## config.mk

```make
export PLATFORM = sky130hd
export DESIGN_NAME = pc_stack_unit
export DESIGN_NICKNAME = d
export VERILOG_FILES = /design/src/rtl/pc_pkg.sv /design/src/rtl/ret_stack.sv /design/src/rtl/pc_stack_unit.sv
export SDC_FILE = /design/constraint.sdc
export NUM_CORES = 1
export LEC_CHECK = 0
export ABC_AREA = 1
export CAP_MARGIN = 10
export CORE_ASPECT_RATIO = 1.1
export CORE_UTILIZATION = 61
export CTS_CLUSTER_DIAMETER = 150
export CTS_CLUSTER_SIZE = 16
export DETAILED_ROUTE_END_ITERATION = 10
export PLACE_DENSITY = 0.86
export SLEW_MARGIN = 0
export SYNTH_ARGS = -nofsm -noshare
export SYNTH_HDL_FRONTEND = slang
export SYNTH_SLANG_ARGS = --single-unit
```

## constraint.sdc

```tcl
create_clock -name clk -period 4.3 [get_ports clk]
set_input_delay 0.645 -clock clk [delete_from_list [all_inputs] [get_ports clk]]
set_output_delay 0.645 -clock clk [all_outputs]
set_load 0.03 [all_outputs]
```

## src/rtl/pc_pkg.sv

```systemverilog
// Shared op encoding for the fetch-stage program counter and its decode.
// Pure declarations, no logic; no latency.
// No flow control.
package pc_pkg;

    localparam int OP_W = 3;

    typedef enum logic [OP_W-1:0] {
        OP_NEXT   = 3'd0,
        OP_BRANCH = 3'd1,
        OP_JUMP   = 3'd2,
        OP_CALL   = 3'd3,
        OP_RET    = 3'd4
    } op_e;

endpackage

```

## src/rtl/ret_stack.sv

```systemverilog
// Return-address LIFO with occupancy counter.
// Push/pop take effect at the next edge; top is read from registered state.
// No backpressure: a push when full and a pop when empty are both ignored.
module ret_stack
    import pc_pkg::*;
#(
    parameter int WIDTH = 10,
    parameter int DEPTH = 4,
    localparam int CNT_W = $clog2(DEPTH + 1)
) (
    input  logic             clk,
    input  logic             reset_n,
    input  logic             push,
    input  logic             pop,
    input  logic [WIDTH-1:0] din,
    output logic [WIDTH-1:0] top,
    output logic [CNT_W-1:0] depth,
    output logic             full,
    output logic             empty
);

    logic [WIDTH-1:0] mem_q [DEPTH];
    logic [WIDTH-1:0] mem_d [DEPTH];
    logic [CNT_W-1:0] depth_q;
    logic [CNT_W-1:0] depth_d;
    logic             do_push;
    logic             do_pop;

    always_comb begin
        full    = (depth_q == CNT_W'(DEPTH));
        empty   = (depth_q == '0);
        do_push = push && !full;
        do_pop  = pop && !empty && !push;

        depth_d = depth_q;
        if (do_push) begin
            depth_d = depth_q + CNT_W'(1);
        end else if (do_pop) begin
            depth_d = depth_q - CNT_W'(1);
        end

        // Loop-based select keeps the index width independent of DEPTH.
        mem_d = mem_q;
        top   = '0;
        for (int i = 0; i < DEPTH; i++) begin
            if (do_push && (CNT_W'(i) == depth_q)) begin
                mem_d[i] = din;
            end
            if (CNT_W'(i) == (depth_q - CNT_W'(1))) begin
                top = mem_q[i];
            end
        end
    end

    always_ff @(posedge clk) begin
        if (!reset_n) begin
            depth_q <= '0;
        end else begin
            depth_q <= depth_d;
        end
    end

    // Contents are meaningless while depth is zero, so the array needs no reset.
    always_ff @(posedge clk) begin
        mem_q <= mem_d;
    end

    assign depth = depth_q;

endmodule

```

## src/rtl/pc_stack_unit.sv

```systemverilog
// Fetch-stage program counter with branch, jump and CALL/RET through a return stack.
// One-cycle latency: an op sampled at edge N is visible on all outputs after edge N.
// No backpressure: enable=0 holds state; overflow/underflow sets a sticky fault.
module pc_stack_unit
    import pc_pkg::*;
#(
    parameter int              ADDR_W      = 10,
    parameter int              DISP_W      = 8,
    parameter int              STACK_DEPTH = 4,
    parameter logic [ADDR_W-1:0] RESET_ADDR = '0
) (
    input  logic                             clk,
    input  logic                             reset_n,
    input  logic                             enable,
    input  logic [OP_W-1:0]                  op,
    input  logic                             cond,
    input  logic [DISP_W-1:0]                disp,
    input  logic [ADDR_W-1:0]                target,
    output logic [ADDR_W-1:0]                address,
    output logic [$clog2(STACK_DEPTH+1)-1:0] depth,
    output logic                             stack_full,
    output logic                             stack_empty,
    output logic                             fault
);

    logic [ADDR_W-1:0] addr_q;
    logic [ADDR_W-1:0] addr_d;
    logic              fault_q;
    logic              fault_d;
    logic [ADDR_W-1:0] addr_inc;
    logic [ADDR_W-1:0] disp_sext;
    logic [ADDR_W-1:0] ret_addr;
    logic              stk_push;
    logic              stk_pop;
    logic              stk_full;
    logic              stk_empty;

    assign addr_inc  = addr_q + ADDR_W'(1);
    assign disp_sext = ADDR_W'($signed(disp));

    always_comb begin
        addr_d   = addr_q;
        fault_d  = fault_q;
        stk_push = 1'b0;
        stk_pop  = 1'b0;

        if (enable) begin
            case (op)
                OP_NEXT:   addr_d = addr_inc;
                OP_BRANCH: addr_d = cond ? (addr_q + disp_sext) : addr_inc;
                OP_JUMP:   addr_d = target;
                OP_CALL: begin
                    if (stk_full) begin
                        fault_d = 1'b1;
                    end else begin
                        stk_push = 1'b1;
                        addr_d   = target;
                    end
                end
                OP_RET: begin
                    if (stk_empty) begin
                        fault_d = 1'b1;
                    end else begin
                        stk_pop = 1'b1;
                        addr_d  = ret_addr;
                    end
                end
                default: ;
            endcase
        end
    end

    always_ff @(posedge clk) begin
        if (!reset_n) begin
            addr_q  <= RESET_ADDR;
            fault_q <= 1'b0;
        end else begin
            addr_q  <= addr_d;
            fault_q <= fault_d;
        end
    end

    ret_stack #(
        .WIDTH (ADDR_W),
        .DEPTH (STACK_DEPTH)
    ) u_ret_stack (
        .clk     (clk),
        .reset_n (reset_n),
        .push    (stk_push),
        .pop     (stk_pop),
        .din     (addr_inc),
        .top     (ret_addr),
        .depth   (depth),
        .full    (stk_full),
        .empty   (stk_empty)
    );

    assign address     = addr_q;
    assign fault       = fault_q;
    assign stack_full  = stk_full;
    assign stack_empty = stk_empty;

endmodule

```

==> results.cfg <==
[cells_and_area]
syn_to_final_growth_pct = 14.7
layout_commonest_cell = nand2_1
final_layout_size_suffix_gt1_frac = 0.0437
fin_cells = 579
fillers = 457
diodes = 0
fin_area_sq_um = 4030
final_core_util = 0.736
layout_common_cells = nand2_1 (130), inv_1 (66), nand3_1 (48)
nets = 547

[pwr]
power_mw = 1.11
p_seq_frac = 0.527
p_switching_uw = 338
p_int_uw = 775
combPwrFrac = 0.213
p_sw_frac = 0.304
leakage_nw = 1.86
ir_worst_vdd_mv = 0.170
p_clk_frac = 0.260
cellPowerDensity_nw_per_um2 = 277

[grt]
grt_pass1_wl_microns = 13700
grt_pass1_vias = 2986
overflow = 0
grt_max_degree = 25
track_usage = 0.309
antenna_found_initial = 0

[sta]
setup_viol = 0
slew_headroom = 0.368
fin_skew_ns = 0.00687
drv_slew = 0
final.setup.tns_ns = 0
whs_ns = 0.469
fin_crit_sh = 0.645
rsz0062_at_grt = no
setup_slack_ns = 1.53
fmax_ghz = 0.361
tightest_slew_ns = 0.944
min_period_ns = 2.77
hold_viol_final = 0

[synthesis]
synth_edf_count = 40
synthFlopType = edfxtp_1
synth_top_family_by_area = simple AND/OR/NAND/NOR gates
synthesis.nets = 509
ys_types = 37
yosys.area_share.simple = 0.301
synthAdderAreaFrac = 0.0699
synth_seq_cells = 54
yosysSeqAreaShare = 0.422
syn_inst = 465
ys.warnings.count = 0
avgSynthCellArea_sq_um = 7.55
synthesis.area_sq_um = 3510
synth-xor-area-share = 0.0150
synth_mux_area_frac = 0
async_flop_share = 0
synth_compound_area_frac = 0.0952

[clock_network]
tritoncts = yes
clock_sinks = 54
cts_root_buf = clkbuf_8
post_cts_buffers = 0
clk_pin_slew_ns = 0.10
cts_made_buffers = 5
clock_latency_ns = 0.31
cts-hold-fix-buffers = 0
cts_resized = 0
clockBufferDepth = 2
htreeDepth = 2

[placement]
place_area_sq_um = 3940
place.gp.congestion = 0.907
io_buffers = 40
dp_cells = 571
hpwl_microns = 6750
dp_slack_ns = 1.20

[setup_path]
path_cells = clkdlybuf4s50_1 > inv_1 > nand2_1 > inv_1 > nand4_1 > nor2_1
reg2reg_to = u_ret_stack.mem_q[16]
r2r_start = u_ret_stack.depth[0]
worstPathRequired_ns = 4.24
reg2reg_slack_ns = 1.82
cp_max_fo = 11
ff2ff_path_depth = 5
cpMostUsedCell = inv_1
start_kind = primary input
path_class = primary input to flip-flop
critPathCaptureType = flip-flop
arrival_ns = 2.71
critPathMaxStageDelay_ns = 0.79
crit_slowest_cell = nor2_1

[hold_path]
hold_end = fault
min-delay-start = fault
worstHoldPathType = flip-flop to flip-flop
holdPathStages = 2

[floorplan]
initial_core_util = 0.642
die_height_microns = 81.6
die_area_sq_um = 6060
dieWidth_microns = 74.3
boundaryPins = 41
coreArea_sq_um = 5470
row_count = 28

[routing]
ant_nets = 0
drtIter0Drc = 257
route.detailed.drc = 0
via_count = 3222
wl_per_cell_microns = 15.2
drt_wl_total_microns = 8790
vias_per_cell = 5.56
firstDrtPassIters = 5

[job]
cap_violations = 0

[run_status]
outcome = finished, final reports clean
-- worst max-delay path by stage --
stage,start,end,slack [ns]
after floorplan,u_ret_stack.depth[0],u_ret_stack.mem_q[10],1.80
after global placement,op[2],u_ret_stack.mem_q[27],1.35
after detailed placement,op[2],u_ret_stack.mem_q[27],1.20
after CTS,op[2],u_ret_stack.mem_q[26],1.52
after global routing,op[2],u_ret_stack.mem_q[28],1.28
final,op[2],u_ret_stack.mem_q[28],1.53
-- state kept, by name, indices dropped and copies added (netlist names) --
| register | flops |
|---|---|
| address | 10 |
| u_ret_stack.mem_q | 40 |
| u_ret_stack.depth | 3 |
| fault | 1 |
-- critical path: cells and delay by family --
kind                   cells  cell delay (ns)
AND/OR/NAND/NOR            3             1.20
buffers and inverters      3             0.87
-- cell type report --
type	instances	area, sq um	area share
clock buffer	5	68.8	0.0171
sequential	54	1480	0.368
multi-input combinational	330	1690	0.419
tap	75	93.8	0.0233
timing repair buffer	41	408	0.101
inverter	71	267	0.0662
clock inverter	3	20.0	0.00497
-- Yosys cell counts, types with 2 or more instances --
master      n  area share
a21oi_1    29       0.041
buf_2       2      0.0029
buf_6       4       0.013
clkinv_1    2      0.0021
dfxtp_1    14       0.080
edfxtp_1   40        0.34
ha_1       18       0.064
inv_1      66       0.071
inv_2       3      0.0032
nand2_1   130        0.14
nand2_2     2      0.0036
nand2_4     3      0.0096
nand3_1    48       0.068
nand3b_1    3      0.0064
nand4_1    10       0.018
nor2_1     37       0.040
nor3_1      3      0.0043
o21ai_0    25       0.036
o21ai_1     2      0.0029
or2_2       3      0.0053
xnor2_1     4       0.010
xor2_1      2      0.0050
-- kinds of logic (layout without fill, tap and decap cells) --
| group | count (synthesis) | after routing |
|---|---|---|
| AO/OA/AOI/OAI | 63 | 63 |
| AND/OR/NAND/NOR | 242 | 242 |
| XOR/XNOR | 6 | 6 |
| adder cells (fa/ha/maj) | 19 | 19 |
| flip-flops | 54 | 54 |
| buffers and inverters | 81 | 120 |
-- per-layer routing --
layer  wire, microns  track usage  part of all wire  up-vias
li1                -            -                 -     1591
met1            3570        0.356              0.41     1465
met2            4440        0.547              0.51      132
met3             418       0.0442             0.048       34
met4             359        0.177             0.041        0
met5               0            0                 0        -
-- power by group through the flow --
stage,Combinational [mW],Sequential (mW),Clock [mW]
3_3_place_gp,0.228,0.598,0
2_1_floorplan,0.145,0.608,0
3_5_place_dp,0.234,0.598,0
4_1_cts,0.236,0.586,0.283
5_1_grt,0.263,0.588,0.301
6_report,0.238,0.587,0.289
Power figures use the tool's default switching activity.
